<file path="src/rtl/ips_pkg.sv">
// Shared types for the IPS sensor filter: intersection FSM state encoding and channel indices.
// Optional glitch counter in the top is enabled with IPS_GLITCH_CNT_EN.
package ips_pkg;

  typedef enum logic [1:0] {
    IDLE = 2'd0,
    ON   = 2'd1,
    COOL = 2'd2
  } ips_state_e;

  localparam int CH_L = 2;
  localparam int CH_M = 1;
  localparam int CH_R = 0;
  localparam int N_CH = 3;

endpackage

</file>
<file path="src/rtl/ips_debounce_ch.sv">
// One IPS channel: 2-FF synchroniser followed by a counter debounce.
// glitch flags a cycle where the input returned to the filtered level before the count completed.
module ips_debounce_ch #(
  parameter int DEBOUNCE_CYCLES = 50000,
  parameter int CNT_W           = 18
) (
  input  logic clk,
  input  logic rst_n,
  input  logic raw,
  output logic level,
  output logic glitch
);

  localparam logic [CNT_W-1:0] DC_LAST = CNT_W'(DEBOUNCE_CYCLES - 1);

  logic             s1;
  logic             s2;
  logic [CNT_W-1:0] dc;

  always_ff @(posedge clk or negedge rst_n) begin
    if (!rst_n) begin
      s1    <= 1'b0;
      s2    <= 1'b0;
      dc    <= '0;
      level <= 1'b0;
    end else begin
      s1 <= raw;
      s2 <= s1;
      if (s2 == level) begin
        dc <= '0;
      end else if (dc == DC_LAST) begin
        level <= s2;
        dc    <= '0;
      end else begin
        dc <= dc + 1'b1;
      end
    end
  end

  assign glitch = (s2 == level) && (dc != '0);

endmodule

</file>
<file path="src/rtl/ips_sensor_filter.sv">
// IPS conditioning top: three debounced channels, pattern-change pulse and intersection detector.
// Define IPS_GLITCH_CNT_EN to add the saturating glitch_cnt output.
module ips_sensor_filter
  import ips_pkg::*;
#(
  parameter int DEBOUNCE_CYCLES = 50000,
  parameter int COOLDOWN_CYCLES = 250000,
  parameter int CNT_W           = 18
) (
  input  logic       clk,
  input  logic       rst_n,
  input  logic [2:0] ips_raw,
  output logic       L,
  output logic       M,
  output logic       R,
  output logic       pattern_chg,
  output logic       cross_pulse
`ifdef IPS_GLITCH_CNT_EN
  ,
  output logic [7:0] glitch_cnt
`endif
);

  localparam logic [CNT_W-1:0] COOL_LAST = CNT_W'(COOLDOWN_CYCLES - 1);

  logic [N_CH-1:0] lvl;
  logic [N_CH-1:0] glitch;
  logic [N_CH-1:0] lvl_prev;
  logic            allon;
  ips_state_e      state;
  logic [CNT_W-1:0] timer;

  for (genvar gi = 0; gi < N_CH; gi++) begin : g_ch
    ips_debounce_ch #(
      .DEBOUNCE_CYCLES(DEBOUNCE_CYCLES),
      .CNT_W          (CNT_W)
    ) u_ch (
      .clk   (clk),
      .rst_n (rst_n),
      .raw   (ips_raw[gi]),
      .level (lvl[gi]),
      .glitch(glitch[gi])
    );
  end

  assign L     = lvl[CH_L];
  assign M     = lvl[CH_M];
  assign R     = lvl[CH_R];
  assign allon = &lvl;

  // All channels compare as one vector, so simultaneous flips give a single pulse.
  always_ff @(posedge clk or negedge rst_n) begin
    if (!rst_n) begin
      lvl_prev    <= '0;
      pattern_chg <= 1'b0;
    end else begin
      lvl_prev    <= lvl;
      pattern_chg <= (lvl != lvl_prev);
    end
  end

  // Re-entering all-on during COOL is treated as edge bounce, not a new crossing.
  always_ff @(posedge clk or negedge rst_n) begin
    if (!rst_n) begin
      state       <= IDLE;
      timer       <= '0;
      cross_pulse <= 1'b0;
    end else begin
      cross_pulse <= 1'b0;
      case (state)
        IDLE: begin
          if (allon) begin
            cross_pulse <= 1'b1;
            state       <= ON;
          end
        end
        ON: begin
          if (!allon) begin
            state <= COOL;
            timer <= '0;
          end
        end
        COOL: begin
          if (allon) begin
            state <= ON;
          end else if (timer == COOL_LAST) begin
            state <= IDLE;
          end else begin
            timer <= timer + 1'b1;
          end
        end
        default: state <= IDLE;
      endcase
    end
  end

`ifdef IPS_GLITCH_CNT_EN
  always_ff @(posedge clk or negedge rst_n) begin
    if (!rst_n) begin
      glitch_cnt <= 8'h00;
    end else if ((|glitch) && (glitch_cnt != 8'hFF)) begin
      glitch_cnt <= glitch_cnt + 8'h01;
    end
  end
`else
  logic glitch_unused;
  assign glitch_unused = |glitch;
`endif

endmodule

</file>
<file path="config.mk">
export PLATFORM = sky130hd
export DESIGN_NAME = ips_sensor_filter
export DESIGN_NICKNAME = d
export VERILOG_FILES = /design/src/rtl/ips_pkg.sv /design/src/rtl/ips_debounce_ch.sv /design/src/rtl/ips_sensor_filter.sv
export SDC_FILE = /design/constraint.sdc
export NUM_CORES = 1
export LEC_CHECK = 0
export BUFFER_PORTS_ARGS = -buffer_cell sky130_fd_sc_hd__buf_2
export CELL_PAD_IN_SITES_DETAIL_PLACEMENT = 1
export CELL_PAD_IN_SITES_GLOBAL_PLACEMENT = 2
export CORE_ASPECT_RATIO = 0.7
export CORE_MARGIN = 4
export CORE_UTILIZATION = 35
export CTS_BUF_LIST = sky130_fd_sc_hd__clkbuf_4 sky130_fd_sc_hd__clkbuf_8 sky130_fd_sc_hd__clkbuf_16
export CTS_CLUSTER_SIZE = 25
export DETAILED_ROUTE_END_ITERATION = 6
export GPL_ROUTABILITY_DRIVEN = 1
export PLACE_DENSITY = 0.78
export SYNTH_ARGS = -nofsm -noshare
export SYNTH_HDL_FRONTEND = slang
export SYNTH_SLANG_ARGS = --single-unit
</file>
<file path="constraint.sdc">
create_clock -name clk -period 2.95 [get_ports clk]
set_clock_uncertainty 0.15 [all_clocks]
set_input_delay 0.4425 -clock clk [delete_from_list [all_inputs] [get_ports clk]]
set_output_delay 0.4425 -clock clk [all_outputs]
set_load 0.01 [all_outputs]
</file>
### Word level (Yosys, flattened, before mapping)

Cells that the tools add are included.

* output and inout bits: 5
* input port bits: 5
* bits in registers: 88

* muxes and demuxes: 17
* add/subtract/negate cells: 4
* bitwise gates (word level): 3
* eq/ne operators: 15
* reduce and logical (&&, ||, !) cells: 8

Operator list (number)
* 2-to-1 mux 18 bit: 9
* adder 18 x 1 -> 18 bit, second input constant: 4
* equality test 18 x 16 -> 1 bit, second input constant: 3
* one-hot mux 18 bit (2 select lines): 1
* equality test 18 bit, second input constant: 1
* 2-to-1 mux 2 bit: 4
* != test 2 bit, second input constant: 4
* one-hot mux 2 bit (3 select lines): 1
* AND reduction 2 bit: 3
* AND reduction 3 bit: 2
* AND reduction 4 bit: 1
* equality test 1 bit: 3
* != test 3 bit: 1
* != test 3 bit, second input constant: 1
* NOT 1 bit: 3
* equality test 2 x 1 -> 1 bit, second input constant: 1
* equality test 2 bit, second input constant: 1
* zero test 2 bit: 1
* 2-to-1 mux 1 bit: 2
* nonzero test 2 bit: 1

### Depth between registers and ports, before layout

Gate-level depths: netlist (run 1).

* depth in word-level cells: 4
* mapped depth: 7
* depth with buffers taken out: 6

### Cells and area by module

From an unflattened synthesis (run 1), not the netlist that was laid out.

* cells, all modules: 450
* area, all modules: 4490.6 µm²

By module, submodules not included
* ips_debounce_ch: area each 1064.8 µm², cells each 105, seq. area each 525.5 µm², times used 3
* ips_sensor_filter: area each 1296.2 µm², cells each 135, seq. area each 625.6 µm², times used 1

### Least setup slack after synthesis (run 1)

No wires, ideal clock.

* path kind: reg2reg
* start point: register g_ch[0].u_ch.dc[0]
* end point: register g_ch[0].u_ch.dc[10]
* stages on the path, launching flop included: 8
* arrival: 1.700 ns
* setup time: 0.071 ns
* setup slack: 1.029 ns
* required time: 2.729 ns
* path through: dfrtp_1 ha_1 and3_1 and4_1 or2_2 buf_2 buf_2 nor2_1

* word-level cells in the longest chain between the ends: 3

Ends and longest elaborated chain
* from (decl): RTL line ips_debounce_ch.sv:18 `logic [CNT_W-1:0] dc;`
* from (signal assigned): RTL line ips_debounce_ch.sv:35 `dc <= dc + 1'b1;`
* adder 18 x 1 -> 18 bit or equality test 18 x 16 -> 1 bit (tied branches): RTL line ips_debounce_ch.sv:35, ips_debounce_ch.sv:31
* 2-to-1 mux 18 bit (*): RTL line ips_debounce_ch.sv:31 `end else if (dc == DC_LAST) begin`
* 2-to-1 mux 18 bit (*): RTL line ips_debounce_ch.sv:29 `if (s2 == level) begin`

Every way passes the cells marked *; elsewhere a longest branch is shown, timed or not.
A chain may end at the register's enable or synchronous reset.

### Final worst setup path (run 1)

* start point: register g_ch[1].u_ch.dc[10]
* end point: register g_ch[1].u_ch.dc[2]

* word-level cells in the longest chain between the ends: 3

Ends and longest elaborated chain (RTL line)
* from (decl): ips_debounce_ch.sv:18
* from (signal assigned): ips_debounce_ch.sv:35
* equality test 18 x 16 -> 1 bit: ips_debounce_ch.sv:31
* 2-to-1 mux 18 bit: ips_debounce_ch.sv:31
* 2-to-1 mux 18 bit: ips_debounce_ch.sv:29

No other way between the ends.

==> results.md, run 1 <==
- Top Metal Used: met4
- Worst Path Buf+Inv: 0
- Hold Crit Class: primary input to flip-flop
- Post-synth top area cell: dfrtp_1
- Clk_lat worst skew: ~340 ps
- Reg2reg start: g_ch[1].u_ch.dc[10]
- Area growth syn-to-layout: 12.7%
- Headroom to the max-slew limit: a little under half
- Num Clock Sinks: 88
- Yosys warning count: 0
- Slowest cell on crit path: or4b_1
- Final setup TNS: 0 ps
- Pwr dens: around 540 mW/mm^2
- Initial core utilization: a little over a third
- Final #Nets: ~440
- Flop pwr share: approximately half
- Crit Path Class: flip-flop to flip-flop
- Max-slew violations: 0
- CTS tree: done
- Startpoint Class: flip-flop
- Synth cell count leaders: dfrtp_1, nor2_1, xnor2_1
- Total number of vias: 2972
- Cell count after synthesis: between 400 and 500
- Final worst-path cycle share: 77.6%
- Status: finished, final reports clean
- Number of synthesized flops with an enable pin: 0
- Peak VDD IR: around 0.30 mV
- Critical-path cell list: or4b_1 > nor4_2 > or2_1 > nor2_1
- Seq cells post-synth: 88
- Total CTS buffers: 9
- Comb pwr share: 2.4%
- Avg Cell Area, Syn: 9.94 um^2
- Crit path DAT: 2330 ps
- Chip Width: ~140 um
- Finished Cell Area: roughly 0.0047 mm^2
- Clock transition at the registers of the reported paths: roughly 60 ps
- Worst Min Path Start: ips_raw[0]
- Overall power: between 2 and 3 mW
- Delay-heaviest family, CP: simple AND/OR/NAND/NOR gates
- Pre-antenna DRT Iters: 6
- GRT overflow: 0
- Slowest stage delay, CP: ~570 ps
- WL/cell: 14.6 um
- RSZ-0062 raised after global routing: no
- Met1 Wirelength: between 4 and 5 mm
- Vias in the first global route: 3074
- Worst Max-Slew Pin Slew: between 700 and 800 ps
- Ant diodes: 0
- Synth Flop Type: dfrtp_1
- Pin count of the biggest net entering global routing: 58
- Syn nets: 430
- Internal Power: just over 2 mW
- Max clock buf depth: 2
- Core ar.: roughly 0.012 mm^2
- Post-synth cell types: 39
- Post-Syn Area: about 0.0042 mm^2
- Async set-reset flop share out of synthesis: 100%
- Layout cell share with drive strength beyond 1: a little under a tenth
- First-pass GRT wire length: roughly 16 mm
- Sw Share: about 20%
- Setup violators final: 0
- CP Launch Point: g_ch[1].u_ch.dc[10]
- Die Y: approximately 100 um
- GP Congestion: 0.761
- Max Fclk: about 0.44 GHz
- DP HPWL: about 6.0 mm
- Final Hold Fails: 0
- Max Cap Violations: 0
- Min cycle time layout: 2290 ps
- Core Rows: 33
- Top-count cell post-synth: dfrtp_1
- Met2 Routed Length: 3.69 mm
- Met3 wire length: about 240 um
- Ranking of synthesized cells by area: dfrtp_1, nor2_1, xnor2_1
- DR vias/cell: ~5.0
- Post-route ant nets: 0
- Leak: 2.02 nW
- P_sw: ~520 uW
- Placed cell area: roughly 0.0044 mm^2
- Die area: roughly 0.014 mm^2
- CP Capture Type: flip-flop
- CP Max Fanout: 18
- Residual DRC: 0
- Setup WS pre-CTS: about 660 ps
- Total track usage: 13.8%
- Num ports: 10
- DRT Wirelength: 8.69 mm
- CP required: roughly 3000 ps
- H-Tree Level Count: 3
- PnR worst setup slack: 660 ps
- First DRT Iteration DRCs: roughly 120
- Initial antenna violation count: 0
- Top cell type's share of synthesized area: between 50% and 60%
- Resize count post-CTS: 0
- Clk root buf: clkbuf_16
- I/O Buffers: 9
- Clk network pwr share: between 40% and 50%
- Seq/Total Area, Yosys: 52.6%
- R2r setup slk: approximately 660 ps
cell type report:
type                    count  area [um^2]
clock inverters             4         77.6
flip-flops and latches     88         2200
clock buffers              12          254
fillers                  1314         6970
repair buffers             15          108
inverters                  10         37.5
multi-input cells         310         1840
well taps                 157          196
flip-flops by register name (all words and copies together) (netlist names):
name             flops
cross_pulse          1
g_ch.u_ch.dc        54
g_ch.u_ch.level      3
g_ch.u_ch.s1         3
g_ch.u_ch.s2         3
lvl_prev             3
pattern_chg          1
state                2
timer               18
layer usage:
layer,GRT usage [%],vias up
met3,4.08,8
met2,20.4,25
li1,-,1473
met4,3.38,0
met5,0,-
met1,19.9,1466
worst register-to-register path, stage by stage, from the launching register on:
cell	delay, ps
dfrtp_1	420
or4b_1	570
nor4_2	310
or2_1	550
nor2_1	140
final timing paths:
check,to,cells after the start
setup / recovery,g_ch[1].u_ch.dc[2],4
hold / removal,g_ch[0].u_ch.s1,1
setup reg to reg,g_ch[1].u_ch.dc[2],4
hold reg to reg,g_ch[1].u_ch.s2,0
max in group asynchronous,g_ch[1].u_ch.dc[12],3
min in group asynchronous,g_ch[0].u_ch.dc[0],2
what timing repair did:
item | CTS | global route
hold endpoints to repair | 31 | 0
setup buffers | 0 | 0
hold buffers | 1 | 0
cell usage in the layout (no fill, tap or decap), drive strengths merged:
cell type / n
dfrtp: 88
nand3b: 1
xnor2: 33
clkbuf: 12
nor2b: 2
mux2: 3
and4: 2
a41oi: 2
nand2: 24
mux2i: 2
nand2b: 3
clkinv: 2
o41ai: 2
o21bai: 1
a21oi: 5
xor2: 21
o31ai: 9
or2: 5
bufinv: 2
nor2: 83
buf: 14
or4b: 1
o21ai: 23
and2: 1
inv: 10
nor4b: 2
and3: 9
ha: 4
or4: 1
nand4: 15
nand3: 30
dlygate4sd3: 1
nor3: 8
or3: 2
nor4: 12
a31oi: 4
power groups by stage:
stage | Clock, mW | Combinational (mW) | Sequential (mW)
finish | 1.25 | 0.0619 | 1.23
detailed placement | 0 | 0.0642 | 1.25
floorplan | 0 | 0.0368 | 1.25
CTS | 1.31 | 0.0665 | 1.23
global route | 1.35 | 0.0756 | 1.23
global placement | 0 | 0.0634 | 1.25
logic make-up (layout without fill, tap and decap cells):
group                      count (synthesis)  after routing  synth area share [%]
AOI/OAI and AO/OA                         46             46                  6.57
xor gates and xnor gates                  54             54                  11.3
adders and majority gates                  4              4                  1.20
buffers and inverters                     23             41                  3.35
DFF                                       88             88                  52.6
muxes                                      5              5                  1.29
and+or+nand+nor                          201            201                  23.7
metrics by stage:
step                      hold slack, ps  cells  utilization (%)
after floorplan                    -3.09    421                -
after global placement               187    579             37.5
after detailed placement             186    579             37.5
after CTS                           39.3    596             40.4
after global routing                41.5    596             40.4
final                               59.4    596             40.4
(Power assumes the default switching activity.)
==> run 2: changes to the inputs <==
ABC_AREA = 1   (was not set)
PLACE_DENSITY = 0.84   (was 0.78)
clock period = 2.25 ns   (was 2.95 ns; I/O delays follow)
==> run 2 against run 1 <==
Compared with the run above: critical path depth increased by 3; clock power increased by 39%; sequential share of layout area decreased by 6.0 points; wire length increased by 40%; combinational power increased by 51%; final area increased by 15%; count of clock-buffer cells in the layout unchanged; critical path type unchanged; largest power group unchanged.
==> results.md, run 2 <==
- DP HPWL: 9.23 mm (+55%)
- Overall power: 3.45 mW (+36%)
- Regs by FF count: g_ch.u_ch.dc x54, timer x18
- Num ports: 10 (unchanged)
- Finished Cell Area: 0.00542 mm^2 (+15%)
- CP required: 2350 ps (-640 ps)
- Vias in the first global route: 4147 (+35%)
- Simple-gate share of the synthesized area: 33.2% (+9.5 points)
- Top-count cell post-synth: nand2_1
- Clk_lat worst skew: 340 ps (about the same)
- Seq/Total Area, Yosys: 46.5% (-6.1 points)
- Clock transition at the registers of the reported paths: 60 ps (about the same)
- Post-synthesis mux area share: 0% (-1.3 points)
- Num Clock Sinks: 88 (unchanged)
- Multi-input logic area: 0.00223 mm^2 (+21%)
- Initial antenna violation count: 0 (unchanged)
- Most common cell after layout, fill and taps aside: nand2_1
- Startpoint Class: flip-flop
- Pin count of the biggest net entering global routing: 53 (-8.6%)
- XOR/XNOR Fraction of Synth Area: 7.40% (-3.9 points)
- GRT overflow: 0 (unchanged)
- Top reg by flops: g_ch.u_ch.dc
- Core Rows: 35 (+6.1%)
- Yosys warning count: 0 (unchanged)
- Reg area: 0.00220 mm^2 (unchanged)
- Setup violators final: 0 (unchanged)
- Layout cell share with drive strength beyond 1: 6.56% (-2.5 points)
- RSZ-0062 raised after global routing: no
- Synth Area in Compound Gates: 5.42% (-1.2 points)
- Hold WS: 193 ps (+134 ps)
- Total CTS buffers: 9 (unchanged)
- H-Tree Level Count: 3 (unchanged)
- Die Y: 105 um (+5.8%)
- Post-synth top area cell: dfrtp_1
- Total number of vias: 3997 (+34%)
- Commonest cells after routing, fill and taps aside: nand2_1, nor2_1, dfrtp_1, inv_1, nand3_1
- I/O Buffers: 9 (unchanged)
- Pre-antenna DRT Iters: 4 (-2)
- Syn nets: 636 (+48%)
- Min cycle time layout: 1880 ps (-414 ps)
- Final #Nets: 660 (+49%)
- Filler cells: 1652 (+26%)
- Ranking of synthesized cells by area: dfrtp_1, nand2_1, nor2_1
- DR vias/cell: 4.76 (-4.6%)
- Ant diodes: 0 (unchanged)
- Worst Max-Slew Pin Slew: 444 ps (-346 ps)
- Chip Width: 147 um (+6.0%)
- Adder-cell share of the synthesized area: 1.06% (-0.14 points)
- Die area: 0.0155 mm^2 (+12%)
- CTS tree: done
- Core ar.: 0.0132 mm^2 (+13%)
- Headroom to the max-slew limit: 70.4% (+24 points)
- Max-slew violations: 0 (unchanged)
- Seq cells post-synth: 88 (unchanged)
- Avg Cell Area, Syn: 7.55 um^2 (-24%)
- Finished Core Util: 41.1% (+0.74 points)
- Post-route ant nets: 0 (unchanged)
- Residual DRC: 0 (unchanged)
- First-pass GRT wire length: 20.9 mm (+35%)
- Pwr dens: 636 mW/mm^2 (+18%)
- Post-synth cell types: 29 (-26%)
- Number of synthesized flops with an enable pin: 0 (unchanged)
- DRT Wirelength: 12.2 mm (+40%)
- Reg2reg start: g_ch[2].u_ch.dc[0]
- Synth Flop Type: dfrtp_1
- Peak VDD IR: 0.286 mV (-6.2%)
- Max Fclk: 0.533 GHz (+22%)
- First DRT Iteration DRCs: 170 (+40%)
- Hold Crit Class: primary input to asynchronous set/reset pin
- Max Cap Violations: 0 (unchanged)
- CP Launch Point: g_ch[2].u_ch.dc[0]
- R2R depth: 7 (+3)
- Top cell type's share of synthesized area: 46.5% (-6.1 points)
- Total track usage: 16.7% (+2.9 points)
- Crit Path Class: flip-flop to flip-flop
- GP Congestion: 0.851 (+12%)
- Synth cell count leaders: nand2_1, nor2_1, dfrtp_1
- Async set-reset flop share out of synthesis: 100% (unchanged)
- Final setup TNS: 0 ps (unchanged)
- Status: finished, final reports clean
- Clk root buf: clkbuf_16
- Max reg flops: 54 (unchanged)
- Main combinational cell family by area after synthesis: simple AND/OR/NAND/NOR gates
- Placed cell area: 0.00504 mm^2 (+15%)
- Max clock buf depth: 2 (unchanged)
- CP Max Fanout: 6 (-12)
- Post-Syn Area: 0.00473 mm^2 (+13%)
- Final Hold Fails: 0 (unchanged)
- Initial core utilization: 35.9% (+0.081 points)
- Leak: 2.34 nW (+16%)
- Cell count after synthesis: 627 (+49%)
- Area growth syn-to-layout: 14.5%
- Final worst-path cycle share: 83.4% (+5.7 points)
- CP Capture Type: flip-flop
- Setup Buffers After CTS: 0 (unchanged)
- Crit path DAT: 1980 ps (-350 ps)
- WL/cell: 14.5 um (-0.65%)
[run 2: logic make-up (layout without fill, tap and decap cells)]
kind of cell / after synthesis / count (layout)
buffers and inverters: 77 / 105
and+or+nand+nor: 372 / 372
AOI/OAI and AO/OA: 46 / 46
xor gates and xnor gates: 40 / 40
adders and majority gates: 4 / 4
DFF: 88 / 88
[run 2: power breakdown]
part	internal, mW	switching, mW	total (mW)
Sequential	1.60	0.0177	1.62
Combinational	0.0278	0.0658	0.0935
Clock	1.14	0.603	1.74
[run 2: layout make-up]
| cell class | instances | area share [%] |
|---|---|---|
| Inverter | 70 | 4.85 |
| Clock inverter | 3 | 1.66 |
| Multi-Input combinational cell | 462 | 41.1 |
| Tap cell | 185 | 4.27 |
| Clock buffer | 12 | 4.68 |
| Sequential cell | 88 | 40.6 |
| Timing Repair Buffer | 20 | 2.82 |
[run 2: worst max-delay path: stages (launching register included)]
cell and delay [ps]:
dfrtp_1 440, ha_1 220, nand3_1 130, nor2_1 330, nand2_1 170, nor2_1 140, nand2_1 60, a21oi_1 150
[run 2: metrics by stage]
step                std cells  setup slack [ps]
CTS                       840               348
floorplan                 627               711
global placement          821               483
finish                    840               375
global route              840               154
detailed placement        821               379
[run 2: routing by layer]
metal	vias up	wire length, um	track usage [%]
met5	-	0	0
met4	0	46	3.46
met3	4	252	3.35
met2	36	5470	26.0
met1	1936	6390	24.2
li1	2021	-	-
[run 2: timing repair]
action / CTS / global route
hold buffers: 4 / 0
endpoints found under the setup margin: 0 / 0
gates resized for setup: 0 / 0
hold endpoints to repair: 91 / 0
[run 2: worst paths after layout]
path	end	slack, ps
setup / recovery	g_ch[2].u_ch.dc[16]	370
setup reg to reg	g_ch[2].u_ch.dc[16]	370
min in group clk	g_ch[1].u_ch.s2	200
hold reg to reg	g_ch[1].u_ch.s2	200
max in group asynchronous	g_ch[0].u_ch.dc[3]	1140
hold / removal	g_ch[1].u_ch.dc[14]	190
==> run 3: changes to the inputs <==
clock period = 1.9 ns   (was 2.25 ns; I/O delays follow)
==> run 3 against run 2 <==
Compared with the run above: critical path depth rose by 1; wire length up 2.1%; largest cell class unchanged; fmax is 4.9% higher; first-iteration DRC count up 12%; register-to-register slack worse by 260 ps; final area grew 0.51%; setup slack worse by 260 ps; sequential share of layout area is 0.18 points lower; final cell count shrank 0.12%; power grew 18%; combinational power rose by 25%; global-route usage increased by 0.45 points.
==> results.md, run 3 (synthesis results as in run 2) <==
- Layout cell share with drive strength beyond 1: 7.65% (+1.1 points)
- Headroom to the max-slew limit: 70.7% (+0.32 points)
- DRT Wirelength: 12.4 mm (+2.1%)
- Commonest cells after routing, fill and taps aside: nand2_1, nor2_1, dfrtp_1, inv_1, nand3_1
- Num ports: 10 (unchanged)
- GP Congestion: 0.830 (-2.5%)
- Crit Path Class: flip-flop to flip-flop
- DP HPWL: 9.27 mm (+0.35%)
- Most common cell after layout, fill and taps aside: nand2_1
- Max Cap Violations: 0 (unchanged)
- Leak: 2.35 nW (+0.31%)
- Peak VDD IR: 0.442 mV (+55%)
- RSZ-0062 raised after global routing: no
- Hold WS: 197 ps (+3.24 ps)
- Placed cell area: 0.00506 mm^2 (+0.50%)
- Max reg flops: 54 (unchanged)
- H-Tree Level Count: 3 (unchanged)
- Max-slew violations: 0 (unchanged)
- Initial antenna violation count: 0 (unchanged)
- GRT overflow: 0 (unchanged)
- Core Rows: 35 (unchanged)
- Total number of vias: 4094 (+2.4%)
- Setup WS pre-CTS: 80.4 ps (-299 ps)
- I/O Buffers: 9 (unchanged)
- Pin count of the biggest net entering global routing: 34 (-36%)
- Die area: 0.0155 mm^2 (unchanged)
- CTS tree: done
- R2r setup slk: 110 ps (-260 ps)
- Non-filler cells, final: 839 (-0.12%)
- Clock transition at the registers of the reported paths: 60 ps (about the same)
- Final #Nets: 660 (unchanged)
- CP Capture Type: flip-flop
- Pwr dens: 744 mW/mm^2 (+17%)
- Finished Cell Area: 0.00545 mm^2 (+0.51%)
- Final setup TNS: 0 ps (unchanged)
- Clk root buf: clkbuf_16
- Reg area: 0.00220 mm^2 (about the same)
- Setup violators final: 0 (unchanged)
- Final worst-path cycle share: 94.1% (+11 points)
- DR vias/cell: 4.88 (+2.5%)
- Total CTS buffers: 9 (unchanged)
- Area growth syn-to-layout: 15.1%
- Pre-antenna DRT Iters: 4 (unchanged)
- Max Fclk: 0.559 GHz (+4.9%)
- Residual DRC: 0 (unchanged)
- Crit path DAT: 1890 ps (-90 ps)
- Post-Place Cells: 821 (unchanged)
- Filler cells: 1643 (-0.54%)
- Multi-input logic area: 0.00225 mm^2 (+0.79%)
- CP required: 2000 ps (-350 ps)
- Ant diodes: 0 (unchanged)
- Max clock buf depth: 2 (unchanged)
- Overall power: 4.05 mW (+18%)
- Setup Buffers After CTS: 0 (unchanged)
- Top reg by flops: g_ch.u_ch.dc
- Total track usage: 17.1% (+0.45 points)
- Hold Crit Class: flip-flop to flip-flop
- Final Hold Fails: 0 (unchanged)
- WL/cell: 14.8 um (+2.3%)
- Regs by FF count: g_ch.u_ch.dc x54, timer x18
- Post-route ant nets: 0 (unchanged)
- Finished Core Util: 41.3% (+0.21 points)
- PnR worst setup slack: 111 ps (-263 ps)
- Min cycle time layout: 1790 ps (-86.9 ps)
- Clk_lat worst skew: 340 ps (about the same)
- Vias in the first global route: 4298 (+3.6%)
- First DRT Iteration DRCs: 191 (+12%)
- Status: finished, final reports clean
- CP Max Fanout: 20 (+14)
- Die Y: 105 um (unchanged)
- Num Clock Sinks: 88 (unchanged)
- First-pass GRT wire length: 21.7 mm (+3.7%)
- Chip Width: 147 um (unchanged)
- Worst Max-Slew Pin Slew: 439 ps (-4.80 ps)
- Initial core utilization: 35.9% (unchanged)
- Core ar.: 0.0132 mm^2 (unchanged)
- Startpoint Class: flip-flop
## run 3: critical path: stages, from the launching register on
cell      delay [ps]
dfrtp_1          440
ha_1             230
nand3_2          160
inv_2            110
nand3_1          110
o21bai_2         170
buf_12           180
nand2_1           60
o21ai_0           80
## run 3: final timing paths
kind | start | end | cells past startpoint
setup / recovery | timer[0] | timer[0] | 8
max in group asynchronous | rst_n | g_ch[2].u_ch.s2 | 3
hold reg to reg | g_ch[1].u_ch.s1 | g_ch[1].u_ch.s2 | 0
min in group asynchronous | rst_n | g_ch[1].u_ch.dc[10] | 2
hold / removal | g_ch[1].u_ch.s1 | g_ch[1].u_ch.s2 | 0
setup reg to reg | timer[0] | timer[0] | 8
## run 3: final cells by class
type,count,share of cell area [%]
Clock inverter,4,1.75
Timing Repair Buffer,20,3.26
Sequential cell,88,40.4
Clock buffer,10,4.27
Multi-Input combinational cell,462,41.2
Inverter,70,4.82
Tap cell,185,4.25
## run 3: power breakdown
part	switching, mW	leakage [nW]	internal, mW
Clock	0.735	0.162	1.28
Combinational	0.0804	0.981	0.0367
Sequential	0.0221	1.21	1.90
## run 3: routing by layer
layer | GRT usage [%] | wire length (um) | vias to the layer above
met5 | 0 | 0 | -
met4 | 2.99 | 78 | 0
met2 | 27.2 | 5610 | 43
li1 | - | - | 2022
met1 | 24.7 | 6390 | 2021
met3 | 3.27 | 345 | 8
## run 3: what timing repair did
| action | in CTS | in global routing |
|---|---|---|
| hold buffers | 4 | 0 |
| setup endpoints to repair | 0 | 21 |
| resized for setup | 0 | 9 |
| endpoints found under the hold margin | 31 | 0 |
